### src/rtl/score_pkg.sv
// Shared types, default widths and the saturating adder for the score_keeper block.
package score_pkg;

  localparam int P_ROUND  = 4;
  localparam int P_LEVEL  = 2;
  localparam int P_MAP    = 2;
  localparam int P_POINTS = 8;
  localparam int N_MAPS   = 2 ** P_MAP;

  typedef enum logic [1:0] {
    IDLE   = 2'd0,
    PLAY   = 2'd1,
    COMMIT = 2'd2
  } state_t;

  function automatic logic [P_POINTS-1:0] sat_add(input logic [P_POINTS-1:0] a,
                                                  input logic [P_POINTS-1:0] b);
    logic [P_POINTS:0] sum;
    sum = {1'b0, a} + {1'b0, b};
    return sum[P_POINTS] ? '1 : sum[P_POINTS-1:0];
  endfunction

endpackage

### src/rtl/score_hiscore_table.sv
// Per-map high-score register file: one synchronous write port, one combinational read port.
module score_hiscore_table
  import score_pkg::*;
(
  input  logic                clock,
  input  logic                reset_n,
  input  logic                wr_en,
  input  logic [P_MAP-1:0]    wr_idx,
  input  logic [P_POINTS-1:0] wr_data,
  input  logic [P_MAP-1:0]    rd_idx,
  output logic [P_POINTS-1:0] rd_data
);

  logic [P_POINTS-1:0] mem [N_MAPS];

  // NOTE: the table is tiny and must read back 0 after reset, so it is built
  // from resettable flops rather than an uninitialised RAM macro.
  always_ff @(posedge clock or negedge reset_n) begin
    if (!reset_n) begin
      for (int i = 0; i < N_MAPS; i++) mem[i] <= '0;
    end else if (wr_en) begin
      mem[wr_idx] <= wr_data;
    end
  end

  assign rd_data = mem[rd_idx];

endmodule

### src/rtl/score_keeper.sv
// Round/score accumulator for the memory-sequence game with a per-map high-score commit.
// Optional feature macro: SCORE_KEEPER_HISCORE_EN (high-score table and record detection).
module score_keeper
  import score_pkg::*;
(
  input  logic                clock,
  input  logic                reset_n,
  input  logic                game_start,
  input  logic                round_ok,
  input  logic                game_end,
  input  logic [P_LEVEL-1:0]  setup_level,
  input  logic [P_MAP-1:0]    setup_map,
  output logic [P_ROUND-1:0]  round,
  output logic [P_POINTS-1:0] points,
  output logic [P_POINTS-1:0] best_points,
  output logic                new_record,
  output logic                done,
  output logic                busy
);

  state_t              state, state_nxt;
  logic [P_LEVEL-1:0]  level_q;
  logic [P_MAP-1:0]    map_q;
  logic [P_ROUND-1:0]  round_nxt;
  logic [P_POINTS-1:0] points_nxt;
  logic [P_POINTS-1:0] incr;
  logic                latch_setup;
  logic                beats_best;

  assign incr = P_POINTS'(level_q) + P_POINTS'(1);

  // NOTE: every output of this block gets a default first, so no path
  // through the case statement can leave a value held (no latches).
  always_comb begin
    state_nxt   = state;
    round_nxt   = round;
    points_nxt  = points;
    latch_setup = 1'b0;
    unique case (state)
      IDLE: begin
        if (game_start) begin
          latch_setup = 1'b1;
          round_nxt   = '0;
          points_nxt  = '0;
          state_nxt   = PLAY;
        end
      end
      PLAY: begin
        if (game_start) begin
          latch_setup = 1'b1;
          round_nxt   = '0;
          points_nxt  = '0;
        end else begin
          // The round is counted before game_end so a same-cycle pair commits it.
          if (round_ok) begin
            round_nxt  = (round == '1) ? round : round + P_ROUND'(1);
            points_nxt = sat_add(points, incr);
          end
          if (game_end) state_nxt = COMMIT;
        end
      end
      COMMIT:  state_nxt = IDLE;
      default: state_nxt = IDLE;
    endcase
  end

  // NOTE: sequential state uses non-blocking assignments so every flop
  // samples pre-edge values regardless of statement order.
  always_ff @(posedge clock or negedge reset_n) begin
    if (!reset_n) begin
      state      <= IDLE;
      round      <= '0;
      points     <= '0;
      level_q    <= '0;
      map_q      <= '0;
      new_record <= 1'b0;
      done       <= 1'b0;
      busy       <= 1'b0;
    end else begin
      state      <= state_nxt;
      round      <= round_nxt;
      points     <= points_nxt;
      new_record <= (state_nxt == COMMIT) && beats_best;
      done       <= (state_nxt == COMMIT);
      busy       <= (state_nxt != IDLE);
      if (latch_setup) begin
        level_q <= setup_level;
        map_q   <= setup_map;
      end
    end
  end

`ifdef SCORE_KEEPER_HISCORE_EN
  logic table_we;

  // new_record is high exactly during COMMIT when the final score beats the entry.
  assign table_we   = (state == COMMIT) && new_record;
  assign beats_best = points_nxt > best_points;

  score_hiscore_table u_table (
    .clock   (clock),
    .reset_n (reset_n),
    .wr_en   (table_we),
    .wr_idx  (map_q),
    .wr_data (points),
    .rd_idx  (map_q),
    .rd_data (best_points)
  );
`else
  logic unused_map;

  assign unused_map  = ^map_q;
  assign beats_best  = 1'b0;
  assign best_points = '0;
`endif

endmodule

### config.mk
export PLATFORM = sky130hd
export DESIGN_NAME = score_keeper
export DESIGN_NICKNAME = d
export VERILOG_FILES = /design/src/rtl/score_pkg.sv /design/src/rtl/score_hiscore_table.sv /design/src/rtl/score_keeper.sv
export SDC_FILE = /design/constraint.sdc
export NUM_CORES = 1
export LEC_CHECK = 0
export BUFFER_PORTS_ARGS = -buffer_cell sky130_fd_sc_hd__buf_2
export CAP_MARGIN = 15
export CORE_MARGIN = 3
export CORE_UTILIZATION = 45
export DETAILED_ROUTE_END_ITERATION = 10
export PLACE_DENSITY = 0.75
export SYNTH_ARGS = -nofsm -noshare
export SYNTH_HDL_FRONTEND = slang
export SYNTH_HIERARCHICAL = 1
export SYNTH_SLANG_ARGS = --single-unit
export TNS_END_PERCENT = 20
### constraint.sdc
create_clock -name clock -period 6.2 [get_ports clock]
set_input_delay 0 -clock clock [delete_from_list [all_inputs] [get_ports clock]]
set_output_delay 0 -clock clock [all_outputs]
set_load 0.05 [all_outputs]
== Yosys cells after proc, flatten, opt, wreduce, memory -nomap -nowiden ==
Cells that the tools add are included.

* Input port bits: 9
* Output and inout bits: 23
* Bits in registers: 18
* Word-level logic and storage cells: 37

* Reductions and logical operators: 6
* Add/subtract/negate cells: 3
* Muxes and demuxes: 16
* Equality and inequality tests: 6

{| class="wikitable"
|+ Operator list
! cell !! number
|-
| 2-to-1 mux 8 bit || 4
|-
| 2-to-1 mux 4 bit || 4
|-
| one-hot mux 8 bit (2 select lines) || 1
|-
| adder 8 x 3 -> 9 bit || 1
|-
| one-hot mux 4 bit (2 select lines) || 1
|-
| 2-to-1 mux 2 bit || 3
|-
| != test 3 bit (second input constant) || 2
|-
| adder 4 x 1 -> 4 bit (second input constant) || 1
|-
| equality test 4 bit (second input constant) || 1
|-
| one-hot mux 2 bit (2 select lines) || 1
|-
| AND reduction 4 bit || 1
|-
| nonzero test 2 bit || 2
|-
| adder 2 x 1 -> 3 bit (second input constant) || 1
|-
| AND reduction 3 bit || 1
|-
| equality test 2 x 1 -> 1 bit (second input constant) || 1
|-
| equality test 2 bit (second input constant) || 1
|-
| zero test 2 bit || 1
|-
| 2-to-1 mux 1 bit || 2
|-
| != test 2 bit (second input constant) || 1
|-
| OR reduction 2 bit || 1
|}

== Depth between registers and ports, before layout ==
Gate-level depths: netlist (run 1).

* Depth in word-level cells: 6
* Mapped depth: 7
* Depth with buffers taken out: 7

== Worst setup path before layout (run 1) ==
No wires, ideal clock.

* Path kind: register -> register
* Start point: register points[0]
* End point: register points[6]
* Setup slack: 3829 ps
* Data required time: 6079 ps
* Buffers on the path: 0
* Arrival time: 2251 ps
* Clock period less this slack: 2371 ps
* Setup time: 121 ps
* Cell stages (with the launch flop): 8
* Path through: dfrtp_1 > inv_1 > ha_1 > fa_1 > and4b_1 > or3b_2 > a21oi_1 > nor2_1

* Cells in the longest elaborated chain, start to end: 5

{| class="wikitable"
|+ Ends and longest elaborated chain
! element !! line !! RTL
|-
| start: declaration || score_keeper.sv:14 || <nowiki>output logic [P_POINTS-1:0] points,</nowiki>
|-
| start signal: assignment || score_keeper.sv:82 || <nowiki>points <= points_nxt;</nowiki>
|-
| adder 8 x 3 -> 9 bit || score_pkg.sv:19 || <nowiki>sum = {1'b0, a} + {1'b0, b};</nowiki>
|-
| 2-to-1 mux 8 bit || score_pkg.sv:20 || <nowiki>return sum[P_POINTS] ? '1 : sum[P_POINTS-1:0];</nowiki>
|-
| 2-to-1 mux 8 bit || score_keeper.sv:55 || <nowiki>if (round_ok) begin</nowiki>
|-
| 2-to-1 mux 8 bit || score_keeper.sv:49 || <nowiki>if (game_start) begin</nowiki>
|-
| one-hot mux 8 bit (2 select lines) || score_keeper.sv:39 || <nowiki>unique case (state)</nowiki>
|}

Every way passes these cells. The select of a mux whose other input is x is not followed.
A chain may end at the register's enable or synchronous reset.

== Final worst setup path (run 1) ==
Same ends and word-level chain as after synthesis.

==> impl_metrics.toml, run 1 <==
[detailed_routing]
ant_nets = 0
drc_errors = 0
drtIter0Drc = 16
vias = 828
dr.pass1.iters = 4
drt_wl_total_mm = 2.013
avgViaCountPerCell = 5.208
wl_per_cell_um = 12.66

[clock_tree]
clk_path_buf_depth = 2
htreeDepth = 1
clock_sinks = 18
clock_latency_ns = 0.29
numCtsBuffers = 3
cts_tree = "done"
clockRootBuffer = "clkbuf_4"
cts.clk_slew.worst_paths_ns = 0.10

[status]
outcome = "completed"

[placement]
gp_congestion = 0.7984
port-buffer-count = 20
placed_cell_area_sq_um = 1101
dp_hpwl_mm = 1.472

[die]
core_sq_um = 2062
io_pins = 32
die_area_sq_um = 2876
start_util_pct = 49.51
core.rowCount = 16
die_h_um = 53.63
die_w_um = 53.63

[setup_path]
worstPathCellList = "inv_1 -> ha_1 -> fa_1 -> and4b_1 -> or3b_2 -> a21oi_1 -> nor2_1"
path_class = "flop to flop"
critPathTopFamily = "simple AND/OR/NAND/NOR gates"
worst-path-buf-inv = 1
setup.worst_path.start_class = "flop"
rr_startpoint = "points[0]"
worstPathRequired_ns = 6.38
timing.rr.end = "points[6]"
endpoint_kind = "flop"
worstRegToRegCells = 7
r2r_slack_ns = 4.06
slowest_delay_ns = 0.44
worstPathArrival_ns = 2.32
worst-path-max-fanout = 4
slowest_stage = "or3b_2"

[global_routing]
grt_pass1_vias = 764
antenna_found_initial = 0
grt_use_total_pct = 16.25
grt_max_degree = 19
grt_overflow = 0
grt_pass1_wl_mm = 3.381

[layout]
seqCellArea_sq_um = 450.4
finalNetCount = 146
layout-drive-gt1-share_pct = 21.97
syn_to_final_growth_pct = 16.30
post-route-util_pct = 57.58
diodes = 0
multiInputGateArea_sq_um = 490.5
final_area_sq_um = 1187
fillers = 211

[synth]
yosys.cell_types.count = 36
syn_area_sq_um = 1021
synth_async_sr_flop_share_pct = 100.0
synth_area_leaders = "dfrtp_1 44%, buf_4 6.6%, o21ai_0 6.4%"
ys.flop_type = "dfrtp_1"
synth_top_area_share_pct = 44.12
synth.avg_cell_area_sq_um = 9.632
yosysSeqAreaShare_pct = 44.12
ys_ff_latch = 18
synth_edf_count = 0
syn_inst = 106
yosys_warnings = 6
synth.largest_area_cell = "dfrtp_1"

[power]
totalPowerFinal_uw = 275.1
p_per_area_nw_per_um2 = 231.7
ir_drop_uv = 129.9
leakage_nw = 0.5779

[worst_hold_path]
holdPathStages = 4
worst_hold_path_type = "input port to flop"
hold_path_startpoint = "round_ok"
holdPathEnd = "points[1]"

[sta]
rsz0062_at_grt = "false"
finalSetupViolCount = 0
timing.fmax_mhz = 466.8
hold_viol = 0
drv_slew = 0
tns_ns = 0
period_share_pct = 34.55
final.min_clock_period_ns = 2.142
finalClockSkew_ns = 0.005571

[job]
maxCapViolCount = 0
## cell families after synthesis
| family | Yosys count | share of synthesized area [%] |
|---|---|---|
| AOI/OAI and AO/OA | 33 | 20.71 |
| and+or+nand+nor | 32 | 18.38 |
| buffers and inverters | 18 | 10.78 |
| DFF | 18 | 44.12 |
| adders and majority gates | 4 | 5.638 |
| other | 1 | 0.3673 |
## timing repair
item	in CTS	in global routing
setup buffers	0	0
endpoints found under the hold margin	24	0
gates resized for setup	0	0
hold buffers	5	0
## how the worst max path moves through the flow
stage | depth (start not counted) | endpoint | from
final | 7 | points[6] | points[0]
after floorplan | 7 | points[6] | points[0]
after global routing | 7 | points[6] | points[0]
after global placement | 7 | points[6] | points[0]
after detailed placement | 7 | points[6] | points[0]
after CTS | 7 | points[6] | points[0]
## where the power goes
group	switching (mW)	leakage, nW	total [mW]	internal (mW)
Clock	0.0351	0.0210	0.0709	0.0357
Sequential	0.00608	0.239	0.131	0.125
Combinational	0.0533	0.318	0.0734	0.0201
Total	0.0945	0.578	0.275	0.181
## area by class of cell
cell class | instances | share of cell area [%]
multi-input cells | 78 | 41.31
flip-flops and latches | 18 | 37.93
repair buffers | 25 | 12.64
clock buffers | 4 | 3.056
well taps | 27 | 2.845
inverters | 7 | 2.213
## metal layers
layer	wire [um]	vias to the layer above	global-route usage, %
met5	0	-	0
met4	10	0	7.660
met3	102	2	2.493
met2	971	22	26.12
met1	929	393	21.27
li1	-	411	-
## stage by stage
| step | instances | hold slack, ns | setup slack [ns] |
|---|---|---|---|
| 6_report | 159 | 0.1278 | 4.058 |
| 5_1_grt | 159 | 0.1388 | 3.945 |
| 4_1_cts | 159 | 0.1159 | 4.048 |
| 3_5_place_dp | 150 | -0.03740 | 4.080 |
| 3_3_place_gp | 150 | -0.05074 | 4.111 |
| 2_1_floorplan | 114 | -0.2956 | 3.829 |
## layout by cell type (no fill, tap or decap), drive strengths merged, types with 2 or more instances in the layout
master and count:
dlygate4sd3 5, nand3 2, o31ai 4, nor2b 3, ha 3, clkbuf 4, nor2 5, conb 9
a22o 2, dfrtp 18, o21ai 13, a21o 3, nand2 8, a21oi 6, inv 7, o2bb2ai 2
and2 2, buf 20
## synthesized netlist by cell type (2+ instances only)
master	count
and2_1	2
inv_1	7
ha_1	3
o2bb2ai_1	2
buf_4	9
a22o_1	2
dfrtp_1	18
nor2_1	5
o31ai_1	4
nor2b_1	3
nand2_1	8
a21o_1	2
nand3_1	2
o21ai_0	13
a21oi_1	5
## flip-flops by register name, indices dropped and copies added, names as in the netlist
register,count
points,8
state,2
round,4
done,1
level_q,2
busy,1
## worst reg2reg max path, cell delays in order, from the launching register on
cell	delay (ns)
dfrtp_1	0.35
inv_1	0.05
ha_1	0.23
fa_1	0.43
and4b_1	0.32
or3b_2	0.44
a21oi_1	0.15
nor2_1	0.06
Power figures use the tool's default switching activity.
==> run 2: changes to the inputs <==
- ABC_AREA: default -> 1
- PLACE_DENSITY: 0.75 -> 0.77
- clock period: 6.2 -> 1.93 ns (I/O delays scaled with it)
==> run 2 against run 1 <==
Against the previous run: area after synthesis rose by 6.2%; combinational power rose to 3.6 times the previous value; largest cell class unchanged; design area rose by 6.0%; clock power rose to 2.8 times the previous value.
==> impl_metrics.toml, run 2 <==
[status]
outcome = "completed"

[clock_tree]
htreeDepth = 1
clock_latency_ns = 0.29
clock_sinks = 18
cts_tree = "done"
numCtsBuffers = 3
postCtsSetupRepairBufs = 0
clk_path_buf_depth = 2
cts.clk_slew.worst_paths_ns = 0.11
clockRootBuffer = "clkbuf_4"

[sta]
drv_slew = 0
finalSetupViolCount = 0
tns_ns = 0
finalClockSkew_ns = 0.001671
hold_viol = 0
rsz0062_at_grt = "false"
timing.fmax_mhz = 560.2
period_share_pct = 92.49
final.min_clock_period_ns = 1.785

[synth]
synth.avg_cell_area_sq_um = 7.639
yosys_warnings = 6
synth_async_sr_flop_share_pct = 100.0
synth_most_common_cell = "nand2_1"
synth_area_leaders = "dfrtp_1 42%, nand2_1 15%, buf_4 6.2%"
synth.largest_area_cell = "dfrtp_1"
ys.flop_type = "dfrtp_1"
yosysSeqAreaShare_pct = 41.52
syn_area_sq_um = 1085
synth_top_area_share_pct = 41.52
ys_top_cells_by_count = "42 x nand2_1, 18 x dfrtp_1, 16 x inv_1, 11 x nand3_1, 10 x nor2_1"
synth_edf_count = 0
syn_inst = 142
yosys.cell_types.count = 22
ys_ff_latch = 18

[power]
p_per_area_nw_per_um2 = 704.9
leakage_nw = 0.6942
ir_drop_uv = 441.0
netSwitchingFraction_pct = 38.33
combPwrFrac_pct = 29.9
clock_power_share_pct = 22.4
power.switching_uw = 340.1
power_frac_seq_pct = 47.8
internal_power_uw = 547.2

[worst_hold_path]
hold_path_startpoint = "game_start"
worst_hold_path_type = "input port to flop"

[global_routing]
grt_overflow = 0
grt_pass1_wl_mm = 3.698
antenna_found_initial = 0
grt_max_degree = 19
grt_pass1_vias = 911
grt_use_total_pct = 16.76

[die]
start_util_pct = 48.11
core_sq_um = 2255
core.rowCount = 17
die_area_sq_um = 3036
io_pins = 32
die_w_um = 55.10
die_h_um = 55.10

[layout]
largest_reg_flops = 8
finalNetCount = 183
layout_commonest_cell = "nand2_1"
layout-drive-gt1-share_pct = 22.49
final_cells = 197
syn_to_final_growth_pct = 16.03
largest_registers = "points: 8 flops, round: 4 flops"
regMostFlops = "points"
diodes = 0
most-common-layout-cells = "42 x nand2_1, 20 x buf_2, 17 x dfrtp_1"

[detailed_routing]
drtIter0Drc = 17
drt_wl_total_mm = 2.215
dr.pass1.iters = 4
ant_nets = 0
drc_errors = 0
avgViaCountPerCell = 4.893
vias = 964
wl_per_cell_um = 11.24

[job]
maxCapViolCount = 0

[setup_path]
rr_startpoint = "points[0]"
worstPathRequired_ns = 2.17
endpoint_kind = "flop"
worstPathArrival_ns = 2.02
setup.worst_path.start_class = "flop"
path_class = "flop to flop"
worst-path-max-fanout = 6
startpoint = "points[0]"

[placement]
dp.cells = 189
gp_congestion = 0.7719
port-buffer-count = 20
dp_hpwl_mm = 1.642
[run 2: cells by family after synthesis]
kind of cell,Yosys count,synth area share (%)
AND/OR/NAND/NOR,79,34.03
buffers and inverters,28,12.80
flip-flops,18,41.52
AO/OA/AOI/OAI,12,5.997
adder cells (fa/ha/maj),4,5.306
other,1,0.3457
[run 2: cell type report]
type / instances / area [sq um]
Inverter: 19 / 71.32
Sequential cell: 18 / 451.7
Clock buffer: 4 / 26.28
Fill cell: 231 / 996.0
Multi-Input combinational cell: 104 / 534.3
Tap cell: 28 / 35.03
Timing Repair Buffer: 24 / 140.1
[run 2: critical path, cell delays in order, from the launching register on]
cell     delay (ns)
dfrtp_2        0.37
inv_1          0.05
ha_1           0.22
fa_1           0.44
nor2_4         0.23
nand2_2        0.07
or2_0          0.20
nand3_1        0.07
nand2_1        0.05
nand2_1        0.05
[run 2: path summary, 6_finish.rpt]
check | slack [ns] | to | cells after the start
max | 0.14 | points[4] | 9
min | 0.09 | round[3] | 4
min reg2reg | 0.51 | busy | 2
max reg2reg | 0.14 | points[4] | 9
min in group asynchronous | 0.16 | points[1] | 2
max in group asynchronous | 1.46 | points[0] | 2
[run 2: repair_timing]
item,4_1_cts,5_1_grt
endpoints found under the setup margin,0,1
hold buffers,4,0
resized for setup,0,1
hold endpoints to repair,23,0
[run 2: metrics by stage]
step	hold slack [ns]	util (%)	setup slack [ns]	area, sq um	total power, mW
final	0.08541	55.83	0.1450	1259	0.8872
after global routing	0.1048	55.83	0.02629	1259	0.9464
after CTS	0.08244	55.44	0.1165	1250	0.8966
after detailed placement	-0.03708	52.50	0.1448	1184	0.6911
after global placement	-0.05047	52.50	0.1943	1184	0.6812
after floorplan	-0.2956	-	0.01974	1116	0.6444
[run 2: layer usage]
layer	GRT usage, %	up-vias	share of wire (%)
li1	-	482	-
met1	19.10	455	45
met2	30.31	27	50
met3	3.753	0	5.6
met4	6.073	0	0
met5	0	-	0
[run 2: power groups by stage]
stage	combinational, mW	clock, mW	sequential (mW)
after floorplan	0.156	0	0.488
after global placement	0.251	0	0.430
after detailed placement	0.260	0	0.431
after CTS	0.266	0.206	0.424
after global routing	0.292	0.226	0.428
final	0.265	0.198	0.424
